$ cat src/rtl/mem_stage_pkg.sv
// Shared definitions for the memory stage: opcodes, access sizes, FSM states
// and small decode helpers.
package mem_stage_pkg;

  localparam logic [5:0] OP_LB  = 6'h20;
  localparam logic [5:0] OP_LH  = 6'h21;
  localparam logic [5:0] OP_LW  = 6'h23;
  localparam logic [5:0] OP_LBU = 6'h24;
  localparam logic [5:0] OP_LHU = 6'h25;
  localparam logic [5:0] OP_SB  = 6'h28;
  localparam logic [5:0] OP_SH  = 6'h29;
  localparam logic [5:0] OP_SW  = 6'h2B;

  typedef enum logic [1:0] {
    SZ_B = 2'd0,
    SZ_H = 2'd1,
    SZ_W = 2'd2
  } size_e;

  typedef enum logic {
    M_IDLE = 1'b0,
    M_WAIT = 1'b1
  } mstate_e;

  function automatic size_e decode_size(input logic [5:0] op);
    size_e sz;
    case (op)
      OP_LB, OP_LBU, OP_SB: sz = SZ_B;
      OP_LH, OP_LHU, OP_SH: sz = SZ_H;
      OP_LW, OP_SW:         sz = SZ_W;
      default:              sz = SZ_W;
    endcase
    return sz;
  endfunction

  function automatic logic is_signed_load(input logic [5:0] op);
    return (op == OP_LB) || (op == OP_LH);
  endfunction

endpackage

$ cat src/rtl/mem_stage_if.sv
// Data-memory request/response bus between the memory stage and the data memory.
interface mem_stage_if;
  logic        dmem_req;
  logic        dmem_we;
  logic [31:0] dmem_addr;
  logic [3:0]  dmem_be;
  logic [31:0] dmem_wdata;
  logic        dmem_ready;
  logic [31:0] dmem_rdata;

  modport master (
    output dmem_req, dmem_we, dmem_addr, dmem_be, dmem_wdata,
    input  dmem_ready, dmem_rdata
  );

  modport slave (
    input  dmem_req, dmem_we, dmem_addr, dmem_be, dmem_wdata,
    output dmem_ready, dmem_rdata
  );
endinterface

$ cat src/rtl/mem_stage_align.sv
// Combinational size decode, alignment check, store lane steering and
// load byte/half extraction with sign or zero extension.
module mem_align
  import mem_stage_pkg::*;
(
  input  logic [5:0]  opcode,
  input  logic [1:0]  addr_lo,
  input  logic [31:0] store_data,
  input  logic [31:0] rdata,
  output logic        aligned,
  output logic [3:0]  be,
  output logic [31:0] wdata,
  output logic [31:0] load_val
);

  size_e       size_s;
  logic        sign_s;
  logic [7:0]  byte_s;
  logic [15:0] half_s;

  // Decode size and pick the addressed lane out of the load word
  always_comb begin
    size_s = decode_size(opcode);
    sign_s = is_signed_load(opcode);
    half_s = addr_lo[1] ? rdata[31:16] : rdata[15:0];
    case (addr_lo)
      2'd0:    byte_s = rdata[7:0];
      2'd1:    byte_s = rdata[15:8];
      2'd2:    byte_s = rdata[23:16];
      2'd3:    byte_s = rdata[31:24];
      default: byte_s = rdata[7:0];
    endcase
  end

  // Alignment, byte enables, replicated store data and extended load value
  always_comb begin
    aligned  = 1'b1;
    be       = 4'b1111;
    wdata    = store_data;
    load_val = rdata;
    case (size_s)
      SZ_B: begin
        be    = 4'b0001 << addr_lo;
        wdata = {4{store_data[7:0]}};
        if (sign_s) begin
          load_val = {{24{byte_s[7]}}, byte_s};
        end else begin
          load_val = {24'd0, byte_s};
        end
      end
      SZ_H: begin
        aligned = (addr_lo[0] == 1'b0);
        be      = addr_lo[1] ? 4'b1100 : 4'b0011;
        wdata   = {2{store_data[15:0]}};
        if (sign_s) begin
          load_val = {{16{half_s[15]}}, half_s};
        end else begin
          load_val = {16'd0, half_s};
        end
      end
      SZ_W: begin
        aligned = (addr_lo == 2'b00);
      end
      default: begin
        aligned = (addr_lo == 2'b00);
      end
    endcase
  end

endmodule

$ cat src/rtl/mem_stage.sv
// Memory stage: issues data-memory accesses, stalls upstream while waiting,
// times out hung accesses and produces the MEM/WB register and forwarding triple.
module mem_stage
  import mem_stage_pkg::*;
#(
  parameter int TIMEOUT = 16,
  parameter int CNT_W   = 5
) (
  input  logic        CLK,
  input  logic        RESET,
  input  logic [31:0] aluResult1_PR,
  input  logic [31:0] readDataB1_PR,
  input  logic [31:0] Instr1_PR,
  input  logic [4:0]  writeRegister1_PR,
  input  logic        do_writeback1_PR,
  input  logic        MemRead1_PR,
  input  logic        MemWrite1_PR,
  input  logic        MemtoReg1_PR,
  mem_stage_if.master dmem,
  output logic        STALL_MEM,
  output logic [31:0] Data1_MEM,
  output logic [4:0]  writeRegister1_MEM,
  output logic        do_writeback1_MEM,
  output logic [31:0] Data1_WB,
  output logic [4:0]  writeRegister1_WB,
  output logic        do_writeback1_WB,
  output logic        ADDR_ERR,
  output logic        BUS_ERR
);

  mstate_e     state_r;
  mstate_e     state_nxt_s;
  logic [CNT_W-1:0] cnt_r;
  logic        aligned_s;
  logic [3:0]  be_s;
  logic [31:0] wdata_s;
  logic [31:0] load_val_s;
  logic        access_s;
  logic        mem_op_s;
  logic        mis_s;
  logic        timeout_hit_s;
  logic        stall_s;
  logic        unused_instr_s;

  assign unused_instr_s = ^Instr1_PR[25:0];

  mem_align u_align (
    .opcode     (Instr1_PR[31:26]),
    .addr_lo    (aluResult1_PR[1:0]),
    .store_data (readDataB1_PR),
    .rdata      (dmem.dmem_rdata),
    .aligned    (aligned_s),
    .be         (be_s),
    .wdata      (wdata_s),
    .load_val   (load_val_s)
  );

  assign access_s = MemRead1_PR | MemWrite1_PR;
  assign mem_op_s = access_s & aligned_s;
  assign mis_s    = access_s & ~aligned_s;

  // Request fields follow the EXE/MEM register, which upstream holds while stalled
  assign dmem.dmem_req   = mem_op_s & ~RESET;
  assign dmem.dmem_we    = MemWrite1_PR;
  assign dmem.dmem_addr  = {aluResult1_PR[31:2], 2'b00};
  assign dmem.dmem_be    = MemWrite1_PR ? be_s : 4'b0000;
  assign dmem.dmem_wdata = wdata_s;

  assign STALL_MEM          = stall_s;
  assign Data1_MEM          = aluResult1_PR;
  assign writeRegister1_MEM = writeRegister1_PR;
  assign do_writeback1_MEM  = do_writeback1_PR & ~MemRead1_PR;

  // FSM state register
  always_ff @(posedge CLK) begin
    if (RESET) begin
      state_r <= M_IDLE;
    end else begin
      state_r <= state_nxt_s;
    end
  end

  // FSM next state; a late ready always beats the timeout
  always_comb begin
    state_nxt_s = state_r;
    case (state_r)
      M_IDLE: begin
        if (mem_op_s && !dmem.dmem_ready) begin
          state_nxt_s = M_WAIT;
        end else begin
          state_nxt_s = M_IDLE;
        end
      end
      M_WAIT: begin
        if (!mem_op_s || dmem.dmem_ready || timeout_hit_s) begin
          state_nxt_s = M_IDLE;
        end else begin
          state_nxt_s = M_WAIT;
        end
      end
      default: state_nxt_s = M_IDLE;
    endcase
  end

  // FSM outputs: timeout detection and upstream stall
  always_comb begin
    timeout_hit_s = 1'b0;
    stall_s       = 1'b0;
    if (state_r == M_WAIT) begin
      timeout_hit_s = mem_op_s & ~dmem.dmem_ready & (cnt_r == CNT_W'(TIMEOUT - 1));
    end else begin
      timeout_hit_s = 1'b0;
    end
    stall_s = mem_op_s & ~dmem.dmem_ready & ~timeout_hit_s & ~RESET;
  end

  // Wait counter: 1 on entry to M_WAIT, counts up while waiting
  always_ff @(posedge CLK) begin
    if (RESET) begin
      cnt_r <= '0;
    end else if (state_nxt_s == M_WAIT) begin
      cnt_r <= (state_r == M_IDLE) ? CNT_W'(1) : cnt_r + CNT_W'(1);
    end else begin
      cnt_r <= '0;
    end
  end

  // MEM/WB register and single-cycle error pulses
  always_ff @(posedge CLK) begin
    if (RESET) begin
      Data1_WB          <= 32'd0;
      writeRegister1_WB <= 5'd0;
      do_writeback1_WB  <= 1'b0;
      ADDR_ERR          <= 1'b0;
      BUS_ERR           <= 1'b0;
    end else if (stall_s) begin
      do_writeback1_WB  <= 1'b0;
      ADDR_ERR          <= 1'b0;
      BUS_ERR           <= 1'b0;
    end else begin
      Data1_WB          <= MemtoReg1_PR ? load_val_s : aluResult1_PR;
      writeRegister1_WB <= writeRegister1_PR;
      do_writeback1_WB  <= do_writeback1_PR & ~mis_s & ~timeout_hit_s;
      ADDR_ERR          <= mis_s;
      BUS_ERR           <= timeout_hit_s;
    end
  end

endmodule

$ cat src/flat_wrapper.sv
// flat-port wrapper written by rule: the top's interface ports become plain ports
module mem_stage_flat import mem_stage_pkg::*;
#(
  parameter int TIMEOUT = 16,
  parameter int CNT_W   = 5
)
  (CLK, RESET, aluResult1_PR, readDataB1_PR, Instr1_PR, writeRegister1_PR, do_writeback1_PR, MemRead1_PR, MemWrite1_PR, MemtoReg1_PR, STALL_MEM, Data1_MEM, writeRegister1_MEM, do_writeback1_MEM, Data1_WB, writeRegister1_WB, do_writeback1_WB, ADDR_ERR, BUS_ERR, dmem_dmem_req, dmem_dmem_we, dmem_dmem_addr, dmem_dmem_be, dmem_dmem_wdata, dmem_dmem_ready, dmem_dmem_rdata);
  mem_stage_if dmem_i ();
  input  logic CLK;
  input  logic RESET;
  input  logic [31:0] aluResult1_PR;
  input  logic [31:0] readDataB1_PR;
  input  logic [31:0] Instr1_PR;
  input  logic [4:0] writeRegister1_PR;
  input  logic do_writeback1_PR;
  input  logic MemRead1_PR;
  input  logic MemWrite1_PR;
  input  logic MemtoReg1_PR;
  output logic STALL_MEM;
  output logic [31:0] Data1_MEM;
  output logic [4:0] writeRegister1_MEM;
  output logic do_writeback1_MEM;
  output logic [31:0] Data1_WB;
  output logic [4:0] writeRegister1_WB;
  output logic do_writeback1_WB;
  output logic ADDR_ERR;
  output logic BUS_ERR;
  output wire logic [$bits(dmem_i.dmem_req)-1:0] dmem_dmem_req;
  output wire logic [$bits(dmem_i.dmem_we)-1:0] dmem_dmem_we;
  output wire logic [$bits(dmem_i.dmem_addr)-1:0] dmem_dmem_addr;
  output wire logic [$bits(dmem_i.dmem_be)-1:0] dmem_dmem_be;
  output wire logic [$bits(dmem_i.dmem_wdata)-1:0] dmem_dmem_wdata;
  input wire logic [$bits(dmem_i.dmem_ready)-1:0] dmem_dmem_ready;
  input wire logic [$bits(dmem_i.dmem_rdata)-1:0] dmem_dmem_rdata;
  assign dmem_dmem_req = dmem_i.dmem_req;
  assign dmem_dmem_we = dmem_i.dmem_we;
  assign dmem_dmem_addr = dmem_i.dmem_addr;
  assign dmem_dmem_be = dmem_i.dmem_be;
  assign dmem_dmem_wdata = dmem_i.dmem_wdata;
  assign dmem_i.dmem_ready = dmem_dmem_ready;
  assign dmem_i.dmem_rdata = dmem_dmem_rdata;
  mem_stage #(.TIMEOUT(TIMEOUT), .CNT_W(CNT_W)) u_core (.CLK(CLK), .RESET(RESET), .aluResult1_PR(aluResult1_PR), .readDataB1_PR(readDataB1_PR), .Instr1_PR(Instr1_PR), .writeRegister1_PR(writeRegister1_PR), .do_writeback1_PR(do_writeback1_PR), .MemRead1_PR(MemRead1_PR), .MemWrite1_PR(MemWrite1_PR), .MemtoReg1_PR(MemtoReg1_PR), .dmem(dmem_i), .STALL_MEM(STALL_MEM), .Data1_MEM(Data1_MEM), .writeRegister1_MEM(writeRegister1_MEM), .do_writeback1_MEM(do_writeback1_MEM), .Data1_WB(Data1_WB), .writeRegister1_WB(writeRegister1_WB), .do_writeback1_WB(do_writeback1_WB), .ADDR_ERR(ADDR_ERR), .BUS_ERR(BUS_ERR));
endmodule
$ cat config.mk
export PLATFORM = sky130hd
export DESIGN_NAME = mem_stage_flat
export DESIGN_NICKNAME = d
export VERILOG_FILES = /design/src/rtl/mem_stage_pkg.sv /design/src/rtl/mem_stage_if.sv /design/src/rtl/mem_stage_align.sv /design/src/rtl/mem_stage.sv /design/src/flat_wrapper.sv
export SDC_FILE = /design/constraint.sdc
export NUM_CORES = 1
export LEC_CHECK = 0
export ABC_AREA = 1
export BUFFER_PORTS_ARGS = -buffer_cell sky130_fd_sc_hd__buf_4
export CAP_MARGIN = 30
export CORE_AREA = 2 2 111 113
export DETAILED_ROUTE_END_ITERATION = 10
export DIE_AREA = 0 0 113 115
export HOLD_SLACK_MARGIN = 0.15
export PLACE_DENSITY = 0.74
export SLEW_MARGIN = 20
export SYNTH_ARGS = -nofsm -noshare
export SYNTH_HDL_FRONTEND = slang
export SYNTH_SLANG_ARGS = --single-unit
$ cat constraint.sdc
create_clock -name CLK -period 4.1 [get_ports CLK]
set_input_delay 0.41 -clock CLK [delete_from_list [all_inputs] [get_ports CLK]]
set_output_delay 0.41 -clock CLK [all_outputs]
set_load 0.01 [all_outputs]
[After elaboration in Yosys (flattened, before gate mapping)]
Index checks and enable logic that the tools add are counted.
Cells by class
  multiplexer cells: 17
  eq/ne operators: 11
  reduce and logical (&&, ||, !) cells: 13
  $add $sub $neg: 1
  shift operators: 1
  bitwise logic cells: 20
Operator list (count)
  $pmux W32 S2: 2
  $mux W32: 3
  $eq A6 B6 Y1 const B: 6
  $pmux W8 S4: 1
  $mux W16: 1
  $and A1 B1 Y1: 10
  $not A1 Y1: 9
  $reduce_or A3 Y1: 3
  $mux W4: 2
  $pmux W4 S2: 1
  $add A5 B1 Y5 const B: 1
  $eq A5 B4 Y1 const B: 1
  $eq A2 B1 Y1 const B: 2
  $eq A2 B2 Y1 const B: 2
  $logic_not A2 Y1: 2
  $mux W1: 4
  $pmux W1 S2: 2
  $pmux W2 S2: 1
  $reduce_or A2 Y1: 2
  $shl A1 B2 Y4 const A: 1
  $logic_or A1 B1 Y1: 3
  $logic_not A1 Y1: 2
  $logic_and A1 B1 Y1: 1
  $or A1 B1 Y1: 1
Word-level totals
  bits of input ports: 140
  output and inout bits: 149
  bits in registers: 46
  logic and storage cells: 71

[Logic depth before layout (Yosys ltp)]
  depth in word-level cells: 14
  gate-level depth with buffers: 13
  depth with buffers taken out: 12

[Cells and area by module]
A second synthesis with hierarchy kept.
Second synthesis, totals
  cell total of the unflattened synthesis: 594
  area total of the unflattened synthesis: 3828.7 µm²
Modules (own cells, without submodules)
  mem_stage: area each 2553.7 µm², times used 1, cells an instance 323, seq. area each 920.9 µm²
  mem_align: area each 1275.0 µm², times used 1, cells an instance 271, seq. area each 0.0 µm²

[Worst setup path after synthesis]
Ideal clock, no wire load.
  path kind: register to output
  from: reg u_core.cnt_r[0]
  to: out STALL_MEM
  cell stages (with the launch flop): 8
  data arrival time: 1.441 ns
  setup slack: 2.249 ns
  path buffers: 1
  path through: dfxtp_1 ha_1 and3_1 ha_1 nand2_1 nand4_4 nor2_8 buf_6
On the way
  word-level cells in the longest chain between the ends: 6
Ends and longest elaborated chain
  from (decl): RTL line mem_stage.sv:33  | logic [CNT_W-1:0] cnt_r;
  from (signal assigned): RTL line mem_stage.sv:122  | cnt_r <= (state_r == M_IDLE) ? CNT_W'(1) : cnt_r + CNT_W'(1);
  $eq A5 B4 Y1: RTL line mem_stage.sv:110  | timeout_hit_s = mem_op_s & ~dmem.dmem_ready & (cnt_r == CNT_W'(TIMEOUT - 1));
  $and A1 B1 Y1: RTL line mem_stage.sv:110
  $mux W1: RTL line mem_stage.sv:109  | if (state_r == M_WAIT) begin
  $not A1 Y1: RTL line mem_stage.sv:114  | stall_s = mem_op_s & ~dmem.dmem_ready & ~timeout_hit_s & ~RESET;
  $and A1 B1 Y1 (2 in a row): RTL line mem_stage.sv:114
  to (decl): RTL line flat_wrapper.sv:19  | output logic STALL_MEM;
Every way passes these cells.

[Final worst setup path]
Same ends and word-level chain as after synthesis.

==> flow_summary.toml <==
[status]
status = "finished with violations"
violations = "design-rule violations"

[clocking]
cts_tree = "done"
clock_latency_ns = 0.29
ctsHoldBuffers = 0
clockBufferDepth = 2
root_buffer = "clkbuf_16"
clk_pin_slew_ns = 0.07
cts-htree-levels = 2
post-cts-setup-buffer-count = 0
cts.sinks = 46
numCtsBuffers = 5
post_cts_resized = 0

[sta]
skew_ns = 0.00817
setup-violations-final = 0
slew_headroom_pct = 45.4
layout_setup_ws_ns = 1.50
period_share_pct = 63.4
hold_viol_final = 0
period_needed_ns = 2.60
timing.fmax_ghz = 0.385
tns_ns = 0
slew_viol_final = 0
tightest_slew_ns = 0.816
grt_setup_unrepaired = "false"

[drt]
drc_errors = 16
wirelength_um = 13700
viasPerCell = 4.67
drtIter0Drc = 356
wl_per_cell_um = 14.7
drt_first_pass_iters = 7
vias = 4358
drt.antenna.violating_nets = 0

[floorplan]
die_area_mm2 = 0.0130
die_h_um = 115
die_w_um = 113
io_pins = 289
core_area_mm2 = 0.0118
initial_utilization_pct = 32.2
rows = 40

[power_and_ir_drop]
leakagePower_nw = 2.92
max-vdd-ir-drop_mv = 0.178
powerDensity_mw_per_mm2 = 259

[layout]
fin_util_pct = 45.3
diodes = 0
layout.cells.non_filler = 934
fin_nets = 928
post-route-cell-area_mm2 = 0.00536
area_growth_pct = 40.7
drive_gt1_share_pct = 38.4

[placed_design]
dp.cells = 926
port_buffers = 260
pre_cts_ws_ns = 1.41
place_hpwl_um = 10800
post_dp_cell_area_mm2 = 0.00521
gp_congestion = 0.838

[global_route]
grt_pass1_wl_um = 21300
grt_pass1_vias = 4060
antenna_found_initial = 0
gr-total-overflow = 0
grt_max_degree = 40
grtUsageTotal_pct = 20.5

[synthesis]
ys_seq_area_share_pct = 24.2
synth_cells = 621
yosysWarningCount = 0
syn-cell-area_mm2 = 0.00381
synth.distinct_cells = 32
ys.flop_type = "dfxtp_1"
netlist.area_leader.share_pct = 24.4
ys_seq_elements = 46
synth.largest_area_cell = "nand2_1"
netlist_top_cells_area = "nand2_1 (24%), dfxtp_1 (24%), buf_4 (16%)"
avgSynthCellArea_um2 = 6.13
async_flop_share_pct = 0
synth_edf_count = 0

[setup_path]
arrival_ns = 2.19
setup.worst_path.end_class = "output pin"
required_ns = 3.69
startpoint_type = "flop"
critPathMaxFanout = 19
path_class = "flop to output pin"

[job]
drv_cap = 0

[worst_hold_path]
hold_path_class = "input port to flop"
## Yosys cell counts, types with 3 or more instances
cell and n:
nand2_1 247, buf_4 82, dfxtp_1 46, nand3_1 39
inv_1 30, o21ai_1 29, a21oi_1 23, nor2_1 23
or2_2 14, nand4_1 13, o21ai_0 13, clkbuf_1 10
a22oi_1 8, buf_2 8, buf_6 6, inv_2 4
nand2_2 3, nand3_2 3, nor2_4 3
## logic make-up after synthesis
group           Yosys count  synth area share [%]
buf+inv                 142                  23.5
compound gates           76                  10.7
other cells               1                0.0985
simple gates            352                  40.3
fa+ha+maj                 2                 0.657
xor+xnor                  2                 0.460
flops                    46                  24.2
## path summary, 6_finish.rpt
check                                              to                        startpoint  slack [ns]  depth (start not counted)
max                                         STALL_MEM        u_core.cnt_r[0]$_SDFF_PP0_        1.50                          7
min          u_core.writeRegister1_WB[4]$_SDFFE_PP0N_              writeRegister1_PR[4]        0.32                          3
max reg2reg           u_core.Data1_WB[3]$_SDFFE_PP0N_        u_core.cnt_r[0]$_SDFF_PP0_        1.82                          9
min reg2reg          u_core.Data1_WB[19]$_SDFFE_PP0N_  u_core.Data1_WB[19]$_SDFFE_PP0N_        0.45                          2
## cells in the final DEF, fill, tap and decap left out, drive strengths merged, types with 2 or more instances in the layout
cell type	count
or2	14
ha	2
clkinv	2
nand4	14
nand2	250
nor2	29
a22oi	8
buf	263
nand3	42
clkbuf	5
nand3b	2
clkinvlp	2
a21oi	23
conb	2
inv	35
dfxtp	46
o21ai	42
## worst max-delay path, cell delays in order, from the launching register on
cell and delay, ns:
dfxtp_1 0.33, ha_1 0.22, and3_1 0.19, ha_1 0.17, nand2_1 0.14, nand4_4 0.28
nor2_8 0.38, buf_4 0.19
## state kept, by name, indices dropped and copies added, names as in the netlist
register and count:
u_core.BUS_ERR 1, u_core.state_r 1, u_core.cnt_r 5, u_core.ADDR_ERR 1, u_core.writeRegister1_WB 5, u_core.do_writeback1_WB 1, u_core.Data1_WB 32
## routing by layer
| metal | wire [um] | track usage, % | up-vias |
|---|---|---|---|
| li1 | - | - | 2226 |
| met1 | 5760 | 26.4 | 1936 |
| met2 | 6730 | 36.1 | 184 |
| met3 | 1020 | 3.27 | 12 |
| met4 | 208 | 4.63 | 0 |
| met5 | 0 | 0 | - |
## where the power goes
| part | switching [W] | internal, W |
|---|---|---|
| Sequential | 0.0000167 | 0.000480 |
| Combinational | 0.000244 | 0.000239 |
| Clock | 0.000181 | 0.000228 |
## through the flow
step / hold WS [ns] / power, W
2_1_floorplan: 0.435 / 0.000761
3_3_place_gp: 0.439 / 0.000988
3_5_place_dp: 0.441 / 0.000992
4_1_cts: 0.313 / 0.00141
5_1_grt: 0.321 / 0.00147
6_report: 0.319 / 0.00139
## final cells by class
class,instances,area (um2)
fill,1273,6450
sequential,46,921
clock buffer,5,125
timing repair buffer,263,1970
inverter,36,135
tap,147,184
clock inverter,3,23.8
multi-input combinational,434,1990
No activity file was read; power rests on OpenSTA's default activity.
